==> src/rtl/ram_pkg.sv <==
// ram_pkg: shared constants, BIST state encoding and the expected-pattern function.
package ram_pkg;
  localparam int ADDR_W = 5;
  localparam int DATA_W = 4;
  localparam int DEPTH  = 32;
  typedef enum logic [2:0] {IDLE, WRITE, READ, CHECK, DONE} bist_state_e;
  // Upper half is inverted so a bit stuck at either value disagrees somewhere.
  function automatic logic [DATA_W-1:0] exp_pat(input logic [ADDR_W-1:0] a, input logic [DATA_W-1:0] s);
    return a[DATA_W-1:0] ^ s ^ {DATA_W{a[ADDR_W-1]}};
  endfunction
endpackage

==> src/rtl/bist_pattern_gen.sv <==
// bist_pattern_gen: combinational expected word for an address and seed.
module bist_pattern_gen import ram_pkg::*; (
  input  logic [ADDR_W-1:0] addr,
  input  logic [DATA_W-1:0] seed,
  output logic [DATA_W-1:0] pattern
);
  assign pattern = exp_pat(addr, seed);
endmodule

==> src/rtl/ram32x4_bist.sv <==
// ram32x4_bist: write/read-back self-test sequencer for a 32x4 synchronous RAM.
module ram32x4_bist import ram_pkg::*; (
  input  logic              clk,
  input  logic              rst,
  input  logic              start,
  input  logic [DATA_W-1:0] seed,
  output logic              mem_en,
  output logic              mem_wen,
  output logic [ADDR_W-1:0] mem_addr,
  output logic [DATA_W-1:0] mem_wdata,
  input  logic [DATA_W-1:0] mem_rdata,
  output logic              busy,
  output logic              done,
  output logic              pass,
  output logic [ADDR_W:0]   err_count,
  output logic [ADDR_W-1:0] first_err_addr
);
  localparam logic [ADDR_W-1:0] LAST = ADDR_W'(DEPTH - 1);
  bist_state_e state_q, state_d;
  logic [ADDR_W-1:0] cnt_q, cnt_d, raddr_q, raddr_d, ferr_q, ferr_d, mem_addr_q, mem_addr_d;
  logic [DATA_W-1:0] seed_q, seed_d, wpat, rpat, mem_wdata_q, mem_wdata_d;
  logic [ADDR_W:0] err_q, err_d;
  logic vld_q, vld_d, pass_q, pass_d, mismatch;
  logic mem_en_q, mem_en_d, mem_wen_q, mem_wen_d, busy_q, busy_d, done_q, done_d;
  bist_pattern_gen u_wgen (.addr(cnt_d), .seed(seed_d), .pattern(wpat));
  bist_pattern_gen u_rgen (.addr(raddr_q), .seed(seed_q), .pattern(rpat));
  // Outputs are registered from next-state values so they line up with the state they describe.
  always_comb begin
    state_d = state_q;
    cnt_d   = cnt_q;
    seed_d  = seed_q;
    err_d   = err_q;
    ferr_d  = ferr_q;
    pass_d  = pass_q;
    case (state_q)
      IDLE: if (start) begin
        state_d = WRITE;
        cnt_d   = '0;
        seed_d  = seed;
        err_d   = '0;
        ferr_d  = '0;
        pass_d  = 1'b0;
      end
      WRITE: begin
        cnt_d   = cnt_q + 1'b1;
        state_d = (cnt_q == LAST) ? READ : WRITE;
      end
      READ: begin
        cnt_d   = cnt_q + 1'b1;
        state_d = (cnt_q == LAST) ? CHECK : READ;
      end
      CHECK:   state_d = DONE;
      default: state_d = IDLE;
    endcase
    mismatch = vld_q && (mem_rdata != rpat);
    if (mismatch) begin
      err_d  = err_q + 1'b1;
      ferr_d = (err_q == '0) ? raddr_q : ferr_q;
    end
    if (state_d == DONE) pass_d = (err_d == '0);
    vld_d       = (state_q == READ);
    raddr_d     = cnt_q;
    mem_en_d    = (state_d == WRITE) || (state_d == READ);
    mem_wen_d   = (state_d == WRITE);
    mem_addr_d  = mem_en_d ? cnt_d : '0;
    mem_wdata_d = mem_wen_d ? wpat : '0;
    busy_d      = mem_en_d || (state_d == CHECK);
    done_d      = (state_d == DONE);
  end
  always_ff @(posedge clk) begin
    if (rst) begin
      state_q     <= IDLE;
      cnt_q       <= '0;
      seed_q      <= '0;
      err_q       <= '0;
      ferr_q      <= '0;
      pass_q      <= 1'b0;
      vld_q       <= 1'b0;
      raddr_q     <= '0;
      mem_en_q    <= 1'b0;
      mem_wen_q   <= 1'b0;
      mem_addr_q  <= '0;
      mem_wdata_q <= '0;
      busy_q      <= 1'b0;
      done_q      <= 1'b0;
    end else begin
      state_q     <= state_d;
      cnt_q       <= cnt_d;
      seed_q      <= seed_d;
      err_q       <= err_d;
      ferr_q      <= ferr_d;
      pass_q      <= pass_d;
      vld_q       <= vld_d;
      raddr_q     <= raddr_d;
      mem_en_q    <= mem_en_d;
      mem_wen_q   <= mem_wen_d;
      mem_addr_q  <= mem_addr_d;
      mem_wdata_q <= mem_wdata_d;
      busy_q      <= busy_d;
      done_q      <= done_d;
    end
  end
  assign mem_en         = mem_en_q;
  assign mem_wen        = mem_wen_q;
  assign mem_addr       = mem_addr_q;
  assign mem_wdata      = mem_wdata_q;
  assign busy           = busy_q;
  assign done           = done_q;
  assign pass           = pass_q;
  assign err_count      = err_q;
  assign first_err_addr = ferr_q;
endmodule

==> config.mk <==
export PLATFORM = sky130hd
export DESIGN_NAME = ram32x4_bist
export DESIGN_NICKNAME = d
export VERILOG_FILES = /design/src/rtl/ram_pkg.sv /design/src/rtl/bist_pattern_gen.sv /design/src/rtl/ram32x4_bist.sv
export SDC_FILE = /design/constraint.sdc
export NUM_CORES = 1
export LEC_CHECK = 0
export CORE_MARGIN = 4
export CORE_UTILIZATION = 30
export CTS_CLUSTER_SIZE = 25
export DETAILED_ROUTE_END_ITERATION = 10
export PLACE_DENSITY = 0.57
export SLEW_MARGIN = 20
export SYNTH_ARGS = -nofsm -noshare
export SYNTH_HDL_FRONTEND = slang
export SYNTH_HIERARCHICAL = 1
export SYNTH_SLANG_ARGS = --single-unit
==> constraint.sdc <==
create_clock -name clk -period 3.1 [get_ports clk]
set_input_delay 0.93 -clock clk [delete_from_list [all_inputs] [get_ports clk]]
set_output_delay 0.93 -clock clk [all_outputs]
set_load 0.01 [all_outputs]
==> results.env <==
RUN_STATUS='finished, final reports clean'
PLACE.GP.CONGESTION=0.7786
PROPORTION_OF_SYNTHESIZED_FLIP_FLOPS_HAVING_ASYNCHRONOUS_SET_OR_RESET_PCT=0
WORST_SKEW_PAIR.LATE_LATENCY_NS=0.29
CTS_MADE_BUFFERS=5
MAX_CAP_VIOL_COUNT=0
PLACED_CELLS_INCL_TAPS=347
GRT_SETUP_UNREPAIRED='no'
WORST_PIN_SLEW_NS=0.8657
CTS.HOLD.BUFFERS_ADDED=0
ROUTED_VIA_DENSITY=4.577
FINALNETCOUNT=273
FINAL_CELL_AREA_SQ_MM=0.002740
CTS_TREE='built'
PLACE_WORST_SETUP_SLACK_NS=0.1383
NUM_VIAS=1625
DRV_SLEW=0
STATIC_LEAKAGE_uW=0.001074
POWER_DENSITY_mW_PER_MM2=461.1
CTS.REPAIR.RESIZED=0
CTS.PATH.MAX_BUFFERS=2
SYNTH-EDFF-COUNT=0
TIMING.FINAL.WS_SETUP_NS=0.4497
SYNTH_CELLS=222
IOPINCOUNT=36
FIRST_GLOBAL_VIAS=1489
CTS_HTREE_LEVELS=2
ROUTE.ANTENNA.REMAINING_NETS=0
SYNTH_AREA_PER_CELL_SQ_UM=9.700
PATH_CLASS='in2reg'
INITIALDRTVIOLATIONCOUNT=59
WL_PER_CELL_UM=12.78
IR_DROP_V=0.0001867
PIN_COUNT_OF_THE_BIGGEST_NET_ENTERING_GLOBAL_ROUTING=27
ROWS=30
START_UTIL_PCT=31.35
CTS.REPAIR_TIMING.SETUP_BUFFER_COUNT=0
FINAL-INSTANCE-COUNT-EXCL-FILL=355
GRT_OVERFLOW_TOTAL=0
SYN-CELL-AREA_SQ_MM=0.002153
GR-USAGE-ALL-LAYERS_PCT=10.68
FINALSETUPTNS_NS=0
FINAL_MIN_PERIOD_OVER_CLOCK_PERIOD_PCT=85.50
START_KIND='input pin'
POST_DP_CELL_AREA_SQ_MM=0.002608
POST-ROUTE-DRC-COUNT=0
CP_DATA_ARRIVAL_TIME_NS=2.88
MAPPEDNETLISTNETS=237
SYNTH.FF_LATCH_COUNT=43
FIRSTDRTPASSITERS=4
WORST_CLOCK_SKEW_NS=0.009181
NUMPORTBUFFERS=35
SYNTH_WARNINGS=6
CTS.ROOT.BUFFER_CELL='sky130_fd_sc_hd__clkbuf_8'
ANTENNA_FOUND_INITIAL=0
LAYOUT-DRIVE-GT1-SHARE_PCT=13.90
ENDPOINT_KIND='flop'
SEQ_AREA_FRAC_SYNTH_PCT=39.98
PATH_MAX_FANOUT=11
WORSTPATHREQUIRED_NS=3.33
FINAL.MIN_CLOCK_PERIOD_NS=2.650
FMAX_GHz=0.3773
REMAINING_MAX_SLEW_BUDGET_AT_THE_TIGHTEST_PIN_PCT=42.21
GRT_PASS1_WL_UM=7465
SYNTHFLOPTYPE='sky130_fd_sc_hd__dfxtp_1'
CTS.SINK_COUNT=43
DRT_WL_TOTAL_UM=4537
HOLD_VIOL=0
DP.FINAL_HPWL_UM=3363
FP.DIEAREA_SQ_MM=0.008597
DIODES=0
CORE_SQ_MM=0.006869
HOLD_CLASS='reg2reg'
DIE-WIDTH_UM=92.72
SYNTH.DISTINCT_CELLS=46
AREA_GROWTH_PCT=27.25
FINALSETUPVIOLATIONS=0
CLKTRANSATPATHREGS_NS=0.08
DIE_H_UM=92.72
report_power, final:
part	total [uW]	switching (uW)	internal, uW	leakage (uW)
Sequential	589	17.0	572	0.000350
Clock	513	191	322	0.0000654
Combinational	162	63.6	98.3	0.000658
worst paths after layout:
check | start | end | slack (ns) | depth (start not counted)
worst min-delay path | cnt_q[3] | raddr_q[3] | 0.51 | 1
worst min register to register | cnt_q[3] | raddr_q[3] | 0.51 | 1
worst max register to register | raddr_q[4] | first_err_addr[3] | 0.61 | 7
worst max-delay path | mem_rdata[3] | first_err_addr[3] | 0.45 | 7
routing by layer:
| metal | GRT usage [%] | routed length, um | share of wire [%] | vias up |
|---|---|---|---|---|
| met3 | 2.356 | 132 | 2.9 | 2 |
| met4 | 2.198 | 31 | 0.68 | 0 |
| li1 | - | - | - | 841 |
| met1 | 14.95 | 2272 | 50 | 758 |
| met2 | 16.92 | 2101 | 46 | 24 |
| met5 | 0 | 0 | 0 | - |
through the flow:
step	power (uW)	hold WS, ns	util, %
2_1_floorplan	703.4	0.4767	-
3_3_place_gp	763.8	0.4936	37.96
3_5_place_dp	764.7	0.4999	37.96
4_1_cts	1284	0.5115	39.89
5_1_grt	1317	0.5221	39.89
6_report	1264	0.5065	39.89
synth_stat cells (2+ instances only):
| library cell | number | area, sq um |
|---|---|---|
| sky130_fd_sc_hd__or2_2 | 3 | 18.77 |
| sky130_fd_sc_hd__xor2_1 | 4 | 35.03 |
| sky130_fd_sc_hd__o41ai_2 | 2 | 32.53 |
| sky130_fd_sc_hd__mux2i_1 | 3 | 30.03 |
| sky130_fd_sc_hd__nand2b_1 | 2 | 12.51 |
| sky130_fd_sc_hd__clkbuf_1 | 6 | 22.52 |
| sky130_fd_sc_hd__a211oi_1 | 3 | 22.52 |
| sky130_fd_sc_hd__o21ai_0 | 4 | 20.02 |
| sky130_fd_sc_hd__nor2_1 | 29 | 108.9 |
| sky130_fd_sc_hd__a211o_1 | 2 | 17.52 |
| sky130_fd_sc_hd__ha_1 | 4 | 50.05 |
| sky130_fd_sc_hd__and2_1 | 5 | 31.28 |
| sky130_fd_sc_hd__buf_2 | 4 | 20.02 |
| sky130_fd_sc_hd__nor3_1 | 4 | 20.02 |
| sky130_fd_sc_hd__mux2_2 | 5 | 56.30 |
| sky130_fd_sc_hd__a311oi_1 | 3 | 26.28 |
| sky130_fd_sc_hd__a22oi_1 | 5 | 37.54 |
| sky130_fd_sc_hd__nor2b_1 | 15 | 93.84 |
| sky130_fd_sc_hd__a21oi_1 | 18 | 90.09 |
| sky130_fd_sc_hd__and3_1 | 3 | 18.77 |
| sky130_fd_sc_hd__or3b_2 | 3 | 26.28 |
| sky130_fd_sc_hd__xor3_1 | 8 | 190.2 |
| sky130_fd_sc_hd__dfxtp_1 | 43 | 860.8 |
| sky130_fd_sc_hd__nand3_1 | 3 | 15.01 |
| sky130_fd_sc_hd__nor3b_1 | 7 | 52.55 |
| sky130_fd_sc_hd__nand2_1 | 6 | 22.52 |
| sky130_fd_sc_hd__inv_1 | 9 | 33.78 |
worst max-delay path, stage by stage:
cell                              delay (ns)
sky130_fd_sc_hd__clkdlybuf4s50_1        0.42
sky130_fd_sc_hd__xor2_1                 0.15
sky130_fd_sc_hd__o41ai_2                0.45
sky130_fd_sc_hd__buf_4                  0.24
sky130_fd_sc_hd__mux2i_1                0.41
sky130_fd_sc_hd__a22oi_1                0.16
sky130_fd_sc_hd__nor2_1                 0.10
registers in the layout, summed over array words and instances, names as in the netlist:
register        flops
vld_q               1
mem_wen             1
busy                1
mem_wdata           4
seed_q              4
mem_addr            5
pass                1
first_err_addr      5
state_q             3
err_count           6
cnt_q               5
done                1
raddr_q             5
mem_en              1
layout by cell type (no fill, tap or decap), types with 2 or more instances in the layout:
master / synthesis / layout
sky130_fd_sc_hd__o41ai_2: 2 / 2
sky130_fd_sc_hd__buf_4: 1 / 6
sky130_fd_sc_hd__or2_2: 3 / 3
sky130_fd_sc_hd__inv_1: 9 / 9
sky130_fd_sc_hd__and2_1: 5 / 5
sky130_fd_sc_hd__and3_1: 3 / 3
sky130_fd_sc_hd__mux2_2: 5 / 5
sky130_fd_sc_hd__nand3_1: 3 / 3
sky130_fd_sc_hd__nand2_1: 6 / 6
sky130_fd_sc_hd__nor3_1: 4 / 4
sky130_fd_sc_hd__dfxtp_1: 43 / 43
sky130_fd_sc_hd__nand2b_1: 2 / 2
sky130_fd_sc_hd__mux2i_1: 3 / 3
sky130_fd_sc_hd__a211oi_1: 3 / 3
sky130_fd_sc_hd__nor3b_1: 7 / 7
sky130_fd_sc_hd__bufinv_16: 0 / 2
sky130_fd_sc_hd__a311oi_1: 3 / 3
sky130_fd_sc_hd__ha_1: 4 / 4
sky130_fd_sc_hd__a211o_1: 2 / 2
sky130_fd_sc_hd__xor2_1: 4 / 4
sky130_fd_sc_hd__nor2_1: 29 / 29
sky130_fd_sc_hd__clkbuf_8: 0 / 5
sky130_fd_sc_hd__clkdlybuf4s50_1: 0 / 35
sky130_fd_sc_hd__xor3_1: 8 / 8
sky130_fd_sc_hd__a21oi_1: 18 / 18
sky130_fd_sc_hd__a22oi_1: 5 / 5
sky130_fd_sc_hd__nor2b_1: 15 / 15
sky130_fd_sc_hd__or3b_2: 3 / 3
sky130_fd_sc_hd__o21ai_0: 4 / 4
logic make-up after synthesis:
kind of cell | after synthesis | synth area share [%]
and+or+nand+nor | 89 | 23.65
AOI/OAI and AO/OA | 44 | 14.76
DFF | 43 | 39.98
buffers and inverters | 21 | 4.416
xor gates and xnor gates | 13 | 10.87
muxes | 8 | 4.009
adders and majority gates | 4 | 2.324
final cells by class:
type / count / area (sq um)
clock buffers: 6 / 72.57
clock inverters: 2 / 60.06
fillers: 684 / 4129
inverters: 9 / 33.78
multi-input cells: 158 / 1197
flip-flops and latches: 43 / 860.8
well taps: 96 / 120.1
repair buffers: 41 / 395.4
(Power assumes the default switching activity.)
